File: src/rtl/counter_sched.sv
// counter_sched
//   Shares one external WIDTH-bit down-counter between two requesters.
//   The granted requester's start value is loaded into the counter. The
//   counter is then stepped down once every PRESCALE clocks until its zero
//   flag rises. The winner then gets a one-cycle done pulse.
//   Simultaneous requests are arbitrated round-robin; after reset req0 wins.
//
// Ports
//   clk                 rising-edge clock
//   rst                 asynchronous reset, active-low
//   req0 / req1         requester wants a countdown (level)
//   val0 / val1         requester start value, sampled in IDLE at grant
//   gnt0 / gnt1         requester owns the counter (LOAD through DONE)
//   done0 / done1       one-cycle completion pulse for the requester
//   busy                controller is not idle
//   cnt_in              value presented to the counter IN
//   cnt_latch           counter loads cnt_in on the next edge
//   cnt_dec             counter decrements on the next edge
//   cnt_zero            counter zero flag from the counter

module counter_sched #(
  parameter int WIDTH    = 4,
  parameter int PRESCALE = 1
) (
  input  logic             clk,
  input  logic             rst,
  input  logic             req0,
  input  logic [WIDTH-1:0] val0,
  input  logic             req1,
  input  logic [WIDTH-1:0] val1,
  output logic             gnt0,
  output logic             gnt1,
  output logic             done0,
  output logic             done1,
  output logic             busy,
  output logic [WIDTH-1:0] cnt_in,
  output logic             cnt_latch,
  output logic             cnt_dec,
  input  logic             cnt_zero
);

  localparam int PW = (PRESCALE > 1) ? $clog2(PRESCALE) : 1;
  localparam logic [PW-1:0] P_LAST = PW'(PRESCALE - 1);

  typedef enum logic [1:0] {
    S_IDLE,
    S_LOAD,
    S_RUN,
    S_DONE
  } state_t;

  state_t           state_q, state_d;
  logic             win_q, win_d;         // 1: requester 1 owns the counter
  logic             prio1_q, prio1_d;     // 1: requester 1 wins a tie
  logic [PW-1:0]    p_q, p_d;             // prescale phase within RUN
  logic [WIDTH-1:0] cnt_in_q, cnt_in_d;   // doubles as the registered start value
  logic             gnt0_q, gnt0_d;
  logic             gnt1_q, gnt1_d;
  logic             done0_q, done0_d;
  logic             done1_q, done1_d;
  logic             busy_q, busy_d;
  logic             cnt_latch_q, cnt_latch_d;

  always_comb begin
    state_d  = state_q;
    win_d    = win_q;
    prio1_d  = prio1_q;
    p_d      = p_q;
    cnt_in_d = cnt_in_q;

    case (state_q)
      S_IDLE: begin
        if (req0 || req1) begin
          // A lone requester always wins; on a tie the pointer decides.
          win_d    = req1 && (!req0 || prio1_q);
          cnt_in_d = win_d ? val1 : val0;
          state_d  = S_LOAD;
        end
      end
      S_LOAD: begin
        p_d     = '0;
        state_d = S_RUN;
      end
      S_RUN: begin
        if (cnt_zero) begin
          state_d = S_DONE;
        end else begin
          p_d = (p_q == P_LAST) ? '0 : p_q + 1'b1;
        end
      end
      S_DONE: begin
        // Next tie goes to the requester that was not just served.
        prio1_d = !win_q;
        state_d = S_IDLE;
      end
      default: state_d = S_IDLE;
    endcase

    // Outputs are registered from the next state so they line up with it.
    busy_d      = (state_d != S_IDLE);
    gnt0_d      = busy_d && !win_d;
    gnt1_d      = busy_d && win_d;
    cnt_latch_d = (state_d == S_LOAD);
    done0_d     = (state_d == S_DONE) && !win_d;
    done1_d     = (state_d == S_DONE) && win_d;
  end

  always_ff @(posedge clk or negedge rst) begin
    if (!rst) begin
      state_q     <= S_IDLE;
      win_q       <= 1'b0;
      prio1_q     <= 1'b0;
      p_q         <= '0;
      cnt_in_q    <= '0;
      gnt0_q      <= 1'b0;
      gnt1_q      <= 1'b0;
      done0_q     <= 1'b0;
      done1_q     <= 1'b0;
      busy_q      <= 1'b0;
      cnt_latch_q <= 1'b0;
    end else begin
      state_q     <= state_d;
      win_q       <= win_d;
      prio1_q     <= prio1_d;
      p_q         <= p_d;
      cnt_in_q    <= cnt_in_d;
      gnt0_q      <= gnt0_d;
      gnt1_q      <= gnt1_d;
      done0_q     <= done0_d;
      done1_q     <= done1_d;
      busy_q      <= busy_d;
      cnt_latch_q <= cnt_latch_d;
    end
  end

  assign gnt0      = gnt0_q;
  assign gnt1      = gnt1_q;
  assign done0     = done0_q;
  assign done1     = done1_q;
  assign busy      = busy_q;
  assign cnt_in    = cnt_in_q;
  assign cnt_latch = cnt_latch_q;

  // The step must see the live zero flag so the counter never wraps below 0.
  // For that reason this output is decoded from registered state and is not a flop.
  assign cnt_dec = (state_q == S_RUN) && (p_q == P_LAST) && !cnt_zero;

endmodule

File: config.mk
export PLATFORM = sky130hd
export DESIGN_NAME = counter_sched
export DESIGN_NICKNAME = d
export VERILOG_FILES = /design/src/rtl/counter_sched.sv
export SDC_FILE = /design/constraint.sdc
export NUM_CORES = 1
export LEC_CHECK = 0
export CAP_MARGIN = 10
export CORE_MARGIN = 2
export CORE_UTILIZATION = 44
export CTS_BUF_LIST = sky130_fd_sc_hd__clkbuf_8
export CTS_CLUSTER_DIAMETER = 30
export DETAILED_ROUTE_END_ITERATION = 6
export GPL_TIMING_DRIVEN = 0
export PLACE_DENSITY = 0.77
export SLEW_MARGIN = 25
export SYNTH_ARGS = -nofsm -noshare
export SYNTH_HDL_FRONTEND = slang
export SYNTH_SLANG_ARGS = --single-unit
export TNS_END_PERCENT = 100
File: constraint.sdc
create_clock -name clk -period 1.6 [get_ports clk]
set_input_delay 0.4 -clock clk [delete_from_list [all_inputs] [get_ports clk]]
set_output_delay 0.4 -clock clk [all_outputs]
set_load 0.01 [all_outputs]
==> results_dict.tcl, run 1 <==
set metrics [dict create \
    end_kind "flip-flop" \
    synth_ff_type "dfrtp_1" \
    clockBufferDepth 2 \
    route.detailed.drc 0 \
    routed_via_density 5.13 \
    grt-busiest-layer "met2" \
    async_flop_share_pct 100 \
    worstPathRequired_ps 1730 \
    rows 13 \
    use_met1_pct 19.5 \
    power_density_mw_per_mm2 1840 \
    use_met2_pct 24.8 \
    grt_max_degree 15 \
    fin_crit_ps 1530 \
    grt_setup_unrepaired "no" \
    wl_um 1210 \
    first_pass_iters 4 \
    clk_pin_slew_ps 60 \
    core-area_mm2 0.00135 \
    worst_hold_slack_ps 553 \
    final_util_pct 71.7 \
    synth.most_common_cell "dfrtp_1" \
    drive_gt1_share_pct 21.3 \
    synth-seq-cells 14 \
    max_freq_ghz 0.655 \
    worstPathArrival_ps 1650 \
    hold_depth 1 \
    cts_tree "done" \
    postSynthCellCount 62 \
    numCtsBuffers 3 \
    crit_chain "clkdlybuf4s50_1, or2_0, buf_2, and2_4, buf_6, nand2b_4" \
    pin_count 24 \
    synth_warnings 0 \
    crit_type "in2reg" \
    reg2reg_depth 5 \
    met3_usage_pct 2.59 \
    synth_common_cells "dfrtp_1 (14), a21oi_1 (6), o21ai_0 (6)" \
    die_area_mm2 0.00182 \
    synth_area_um2 657 \
    maxCapViolations 0 \
    overflow 0 \
    syn_area_per_cell_um2 10.6 \
    grt_pass1_wl_um 2080 \
    clock-sinks 14 \
    timing.rr.end "cnt_in[3]" \
    h-tree-depth 1 \
    antenna_left 0 \
    ys_seq_area_share_pct 53.3 \
    gp_congestion 0.770 \
    setup_viol 0 \
    final_area_um2 968 \
    fp.dieW_um 42.6 \
    crit_fanout 6 \
    hpwlAfterDp_um 937 \
    nets 104 \
    drtIter0Drc 5 \
    grtUsageTotal_pct 15.1 \
    dp_cells 100 \
    holdPathEnd "done0" \
    cp_slowest_cell "clkdlybuf4s50_1" \
    grt_pass1_vias 493 \
    status "completed" \
    startpoint_type "primary input" \
    start_util_pct 48.7 \
    root_buffer "clkbuf_8" \
    max_stage_delay_ps 470 \
    antennaDiodeCount 0 \
    min_period_over_period_pct 95.5 \
    synth_edf_count 0 \
    reg2reg_slack_ps 350 \
    ys_types 23 \
    syn-num-nets 75 \
    peakVddDrop_v 0.000837 \
    yosys-top-cells-area "dfrtp_1 (53%), a31oi_2 (7.6%), nor2b_1 (4.8%)" \
    leakage_nw 0.412 \
    syn_to_final_growth_pct 47.4 \
    min-delay-start "win_q" \
    tightest_slew_ps 632 \
    hold_viol 0 \
    clock_skew_ps 2.46 \
    crit_family "buffers and inverters" \
    r2r_start "state_q[1]" \
    antenna_found_initial 0 \
    dpl_cell_area_um2 906 \
    synth.largest_area_cell "dfrtp_1" \
    clock_latency_ps 240 \
    synth_top_area_share_pct 53.3 \
    die_h_um 42.6 \
    relSlewSlack_pct 57.8 \
    finalNonFillerCells 104 \
    wire_per_inst_um 11.6 \
    worstPathBufferInverterCount 3 \
    via_count 534 \
    place.port_buffers 23 \
    drv_slew 0 \
    hold_path.class "reg2reg" \
]
==> power by group <==
part | switching [W] | internal [W] | leakage, nW | total (W)
sequential | 0.0000859 | 0.000517 | 0.166 | 0.000603
combinational | 0.000383 | 0.000519 | 0.224 | 0.000903
clock | 0.000111 | 0.000166 | 0.0216 | 0.000277
==> cells in the final DEF, fill, tap and decap left out, drive strengths merged, types with 3 or more instances in the layout <==
| cell | instances |
|---|---|
| clkbuf | 3 |
| nand2 | 3 |
| buf | 6 |
| clkdlybuf4s50 | 21 |
| dfrtp | 14 |
| a21oi | 6 |
| nand3 | 5 |
| nor2b | 5 |
| o21ai | 6 |
| a31oi | 5 |
==> area by class of cell <==
class / instances / area (µm²)
repair buffers: 24 / 231
clock buffers: 3 / 41.3
plain buffers: 4 / 38.8
inverters: 2 / 7.51
fillers: 105 / 382
multi-input cells: 42 / 280
flip-flops and latches: 14 / 350
well taps: 15 / 18.8
==> flip-flops by register name, indices dropped and copies added (netlist names) <==
register   count
gnt0           1
done1          1
prio1_q        1
state_q        2
busy           1
done0          1
cnt_latch      1
win_q          1
gnt1           1
cnt_in         4
==> metrics by stage <==
stage               power, W  worst slack [ps]  setup TNS (ps)
floorplan            0.00110               280               0
global placement     0.00143              -284           -1490
detailed placement   0.00145              -279           -1530
CTS                  0.00180              63.1               0
global route         0.00191              6.48               0
finish               0.00178              72.5               0
==> repair_timing <==
action                                  in CTS  in global routing
setup buffers                                1                  0
hold buffers                                 0                  0
gates resized for setup                     11                  0
endpoints found under the setup margin       2                  0
==> worst max path at each step <==
stage | start | end | slack (ps) | cells past startpoint
global placement | cnt_zero | cnt_dec | -280 | 3
global route | req0 | state_q[0] | 6 | 6
CTS | cnt_in[3] | cnt_in[3] | 60 | 1
finish | req0 | state_q[0] | 70 | 6
floorplan | state_q[0] | cnt_dec | 280 | 3
detailed placement | cnt_zero | cnt_dec | -280 | 3
==> per-layer routing <==
metal / wire (µm) / up-vias
met5: 0 / -
met4: 0 / 0
met1: 549 / 234
met3: 80 / 0
met2: 581 / 25
li1: - / 275
==> cells by family after synthesis <==
group | Yosys count | share of synthesized area, %
compound gates | 20 | 21.7
buf+inv | 6 | 5.14
flops | 14 | 53.3
simple gates | 22 | 19.8
==> worst register-to-register path, cell delays in order (launching register included) <==
cell and delay [ps]:
dfrtp_1 370, buf_6 140, nor2_2 230, and2_4 190
buf_6 120, a31oi_2 80
Note: power is estimated with default switching activity, not from simulation.
==> run 2, diff against run 1 <==
--- a/config.mk
+++ b/config.mk
@@ -5,8 +5,8 @@
 export SDC_FILE = /design/constraint.sdc
 export NUM_CORES = 1
 export LEC_CHECK = 0
+export ABC_CLOCK_PERIOD_IN_PS = 1600
 export CAP_MARGIN = 10
-export CORE_MARGIN = 2
 export CORE_UTILIZATION = 44
 export CTS_BUF_LIST = sky130_fd_sc_hd__clkbuf_8
 export CTS_CLUSTER_DIAMETER = 30
==> run 2 against run 1 <==
Sequential share of layout area decreased by 1.1 points. Maximum frequency fell by 0.77%. Power increased by 6.0%. Register-to-register slack got worse by 120 ps. Clock skew down 1.9 ps. Worst setup slack got worse by 12 ps. Critical path type is now reg2out. Largest cell class unchanged.
==> results_dict.tcl, run 2 (synthesis gave the netlist of run 1 again) <==
set metrics [dict create \
    power_w 0.00189 \
    overflow 0 \
    finalSetupTns_ps 0 \
    first_pass_iters 4 \
    drv_slew 0 \
    rows 13 \
    fin_crit_ps 1540 \
    cts_tree "done" \
    p_int_w 0.00128 \
    final_cell_mix "clkdlybuf4s50_1 (20), dfrtp_1 (14), a21oi_1 (6), o21ai_0 (6), nand3_1 (5)" \
    numCtsBuffers 3 \
    pin_count 24 \
    max_stage_delay_ps 550 \
    switching_share_pct 32.1 \
    antenna_left 0 \
    clock_skew_ps 0.591 \
    antennaDiodeCount 0 \
    grt_pass1_wl_um 2150 \
    wire_per_inst_um 12.3 \
    hold_path.class "in2reg" \
    relSlewSlack_pct 58.4 \
    reg2reg_slack_ps 230 \
    tightest_slew_ps 623 \
    via_count 543 \
    worstPathRequired_ps 1200 \
    p_sw_w 0.000607 \
    status "completed" \
    power_frac_comb_pct 50.2 \
    postLayoutSetupSlackWorst_ps 60.7 \
    seqPwrFrac_pct 32.1 \
    route.detailed.drc 0 \
    nets 106 \
    drtIter0Drc 9 \
    holdBufCountCts 0 \
    clock-sinks 14 \
    syn_to_final_growth_pct 52.2 \
    fp.dieW_um 40.6 \
    dp_slack_ps -280 \
    leakage_nw 0.439 \
    finalNonFillerCells 107 \
    startpoint_type "flip-flop" \
    grt_setup_unrepaired "no" \
    crit_family "buffers and inverters" \
    clock_latency_ps 240 \
    die_area_mm2 0.00165 \
    grt_pass1_vias 501 \
    h-tree-depth 1 \
    maxCapViolations 0 \
    end_kind "output pin" \
    hpwlAfterDp_um 906 \
    root_buffer "clkbuf_8" \
    grt_max_degree 15 \
    final_util_pct 74.1 \
    antenna_found_initial 0 \
    max_freq_ghz 0.650 \
    hold_viol 0 \
    min_period_over_period_pct 96.2 \
    die_h_um 40.6 \
    setup_viol 0 \
    grtUsageTotal_pct 20.3 \
    peakVddDrop_v 0.00100 \
    final_common_cell "clkdlybuf4s50_1" \
    power_density_mw_per_mm2 1890 \
    fillCellCount 111 \
    routed_via_density 5.07 \
    crit_chain "clkdlybuf4s50_1" \
    crit_fanout 2 \
    dp_cells 100 \
    worstPathArrival_ps 1140 \
    clockBufferDepth 2 \
    p_clk_share_pct 17.7 \
    start_util_pct 48.7 \
    clk_pin_slew_ps 60 \
    gp_congestion 0.759 \
    place.port_buffers 23 \
    cp_slowest_cell "clkdlybuf4s50_1" \
    crit_type "reg2out" \
    wl_um 1320 \
    drive_gt1_share_pct 23.9 \
    core-area_mm2 0.00135 \
    worstPathBufferInverterCount 1 \
    largest_reg_flops 4 \
]
## run 2: changes by cell type in the layout (fill, tap and decap cells not counted), sizes merged
cell and delta:
clkdlybuf4s50 -1, dlymetal6s2s +1, clkbuf +1, buf +2
## run 2: power groups by stage
stage                     logic, W  clock network (W)  registers [W]
after floorplan           0.000455                  0       0.000646
final                     0.000949           0.000334       0.000606
after detailed placement  0.000847                  0       0.000602
after global routing       0.00105           0.000364       0.000630
after CTS                 0.000915           0.000342       0.000603
after global placement    0.000831                  0       0.000596
## run 2: worst paths after layout
kind	start	to	cells after the start
worst max-delay path	cnt_in[2]	cnt_in[2]	1
min in group asynchronous	rst	state_q[0]	1
max in group asynchronous	rst	win_q	1
worst max register to register	state_q[0]	cnt_in[3]	6
worst min-delay path	req0	win_q	3
worst min register to register	cnt_in[1]	cnt_in[1]	2
## run 2: metrics by stage
stage               cell area, µm²  hold WS (ps)
floorplan                      657           104
global placement               906           530
detailed placement             906           544
CTS                            982           556
global route                  1000           579
finish                        1000           544
## run 2: repair_timing
item / in CTS / in global routing
resized for setup: 11 / 1
buffers inserted: 1 / 2
setup endpoints to repair: 2 / 2
endpoints found under the hold margin: 0 / 0
## run 2: layer usage
metal	track usage, %	vias up	wire length [µm]
met5	0	-	0
met4	10.0	0	18
met3	3.26	2	61
met2	32.9	21	648
met1	25.9	245	593
li1	-	275	-
## run 2: area by class of cell
| type | count | area [µm²] | share of cell area, % |
|---|---|---|---|
| flip-flops and latches | 14 | 350 | 35.0 |
| multi-input cells | 42 | 280 | 28.0 |
| repair buffers | 26 | 249 | 24.9 |
| clock buffers | 4 | 55.1 | 5.51 |
| plain buffers | 4 | 38.8 | 3.88 |
| well taps | 15 | 18.8 | 1.88 |
| inverters | 2 | 7.51 | 0.751 |
==> run 3, diff against run 2 <==
--- a/config.mk
+++ b/config.mk
@@ -10,6 +10,7 @@
 export CORE_UTILIZATION = 44
 export CTS_BUF_LIST = sky130_fd_sc_hd__clkbuf_8
 export CTS_CLUSTER_DIAMETER = 30
+export CTS_CLUSTER_SIZE = 12
 export DETAILED_ROUTE_END_ITERATION = 6
 export GPL_TIMING_DRIVEN = 0
 export PLACE_DENSITY = 0.77
==> results of run 3 <==
Same layout as run 2: the final DEF is identical, and so are final timing and power.
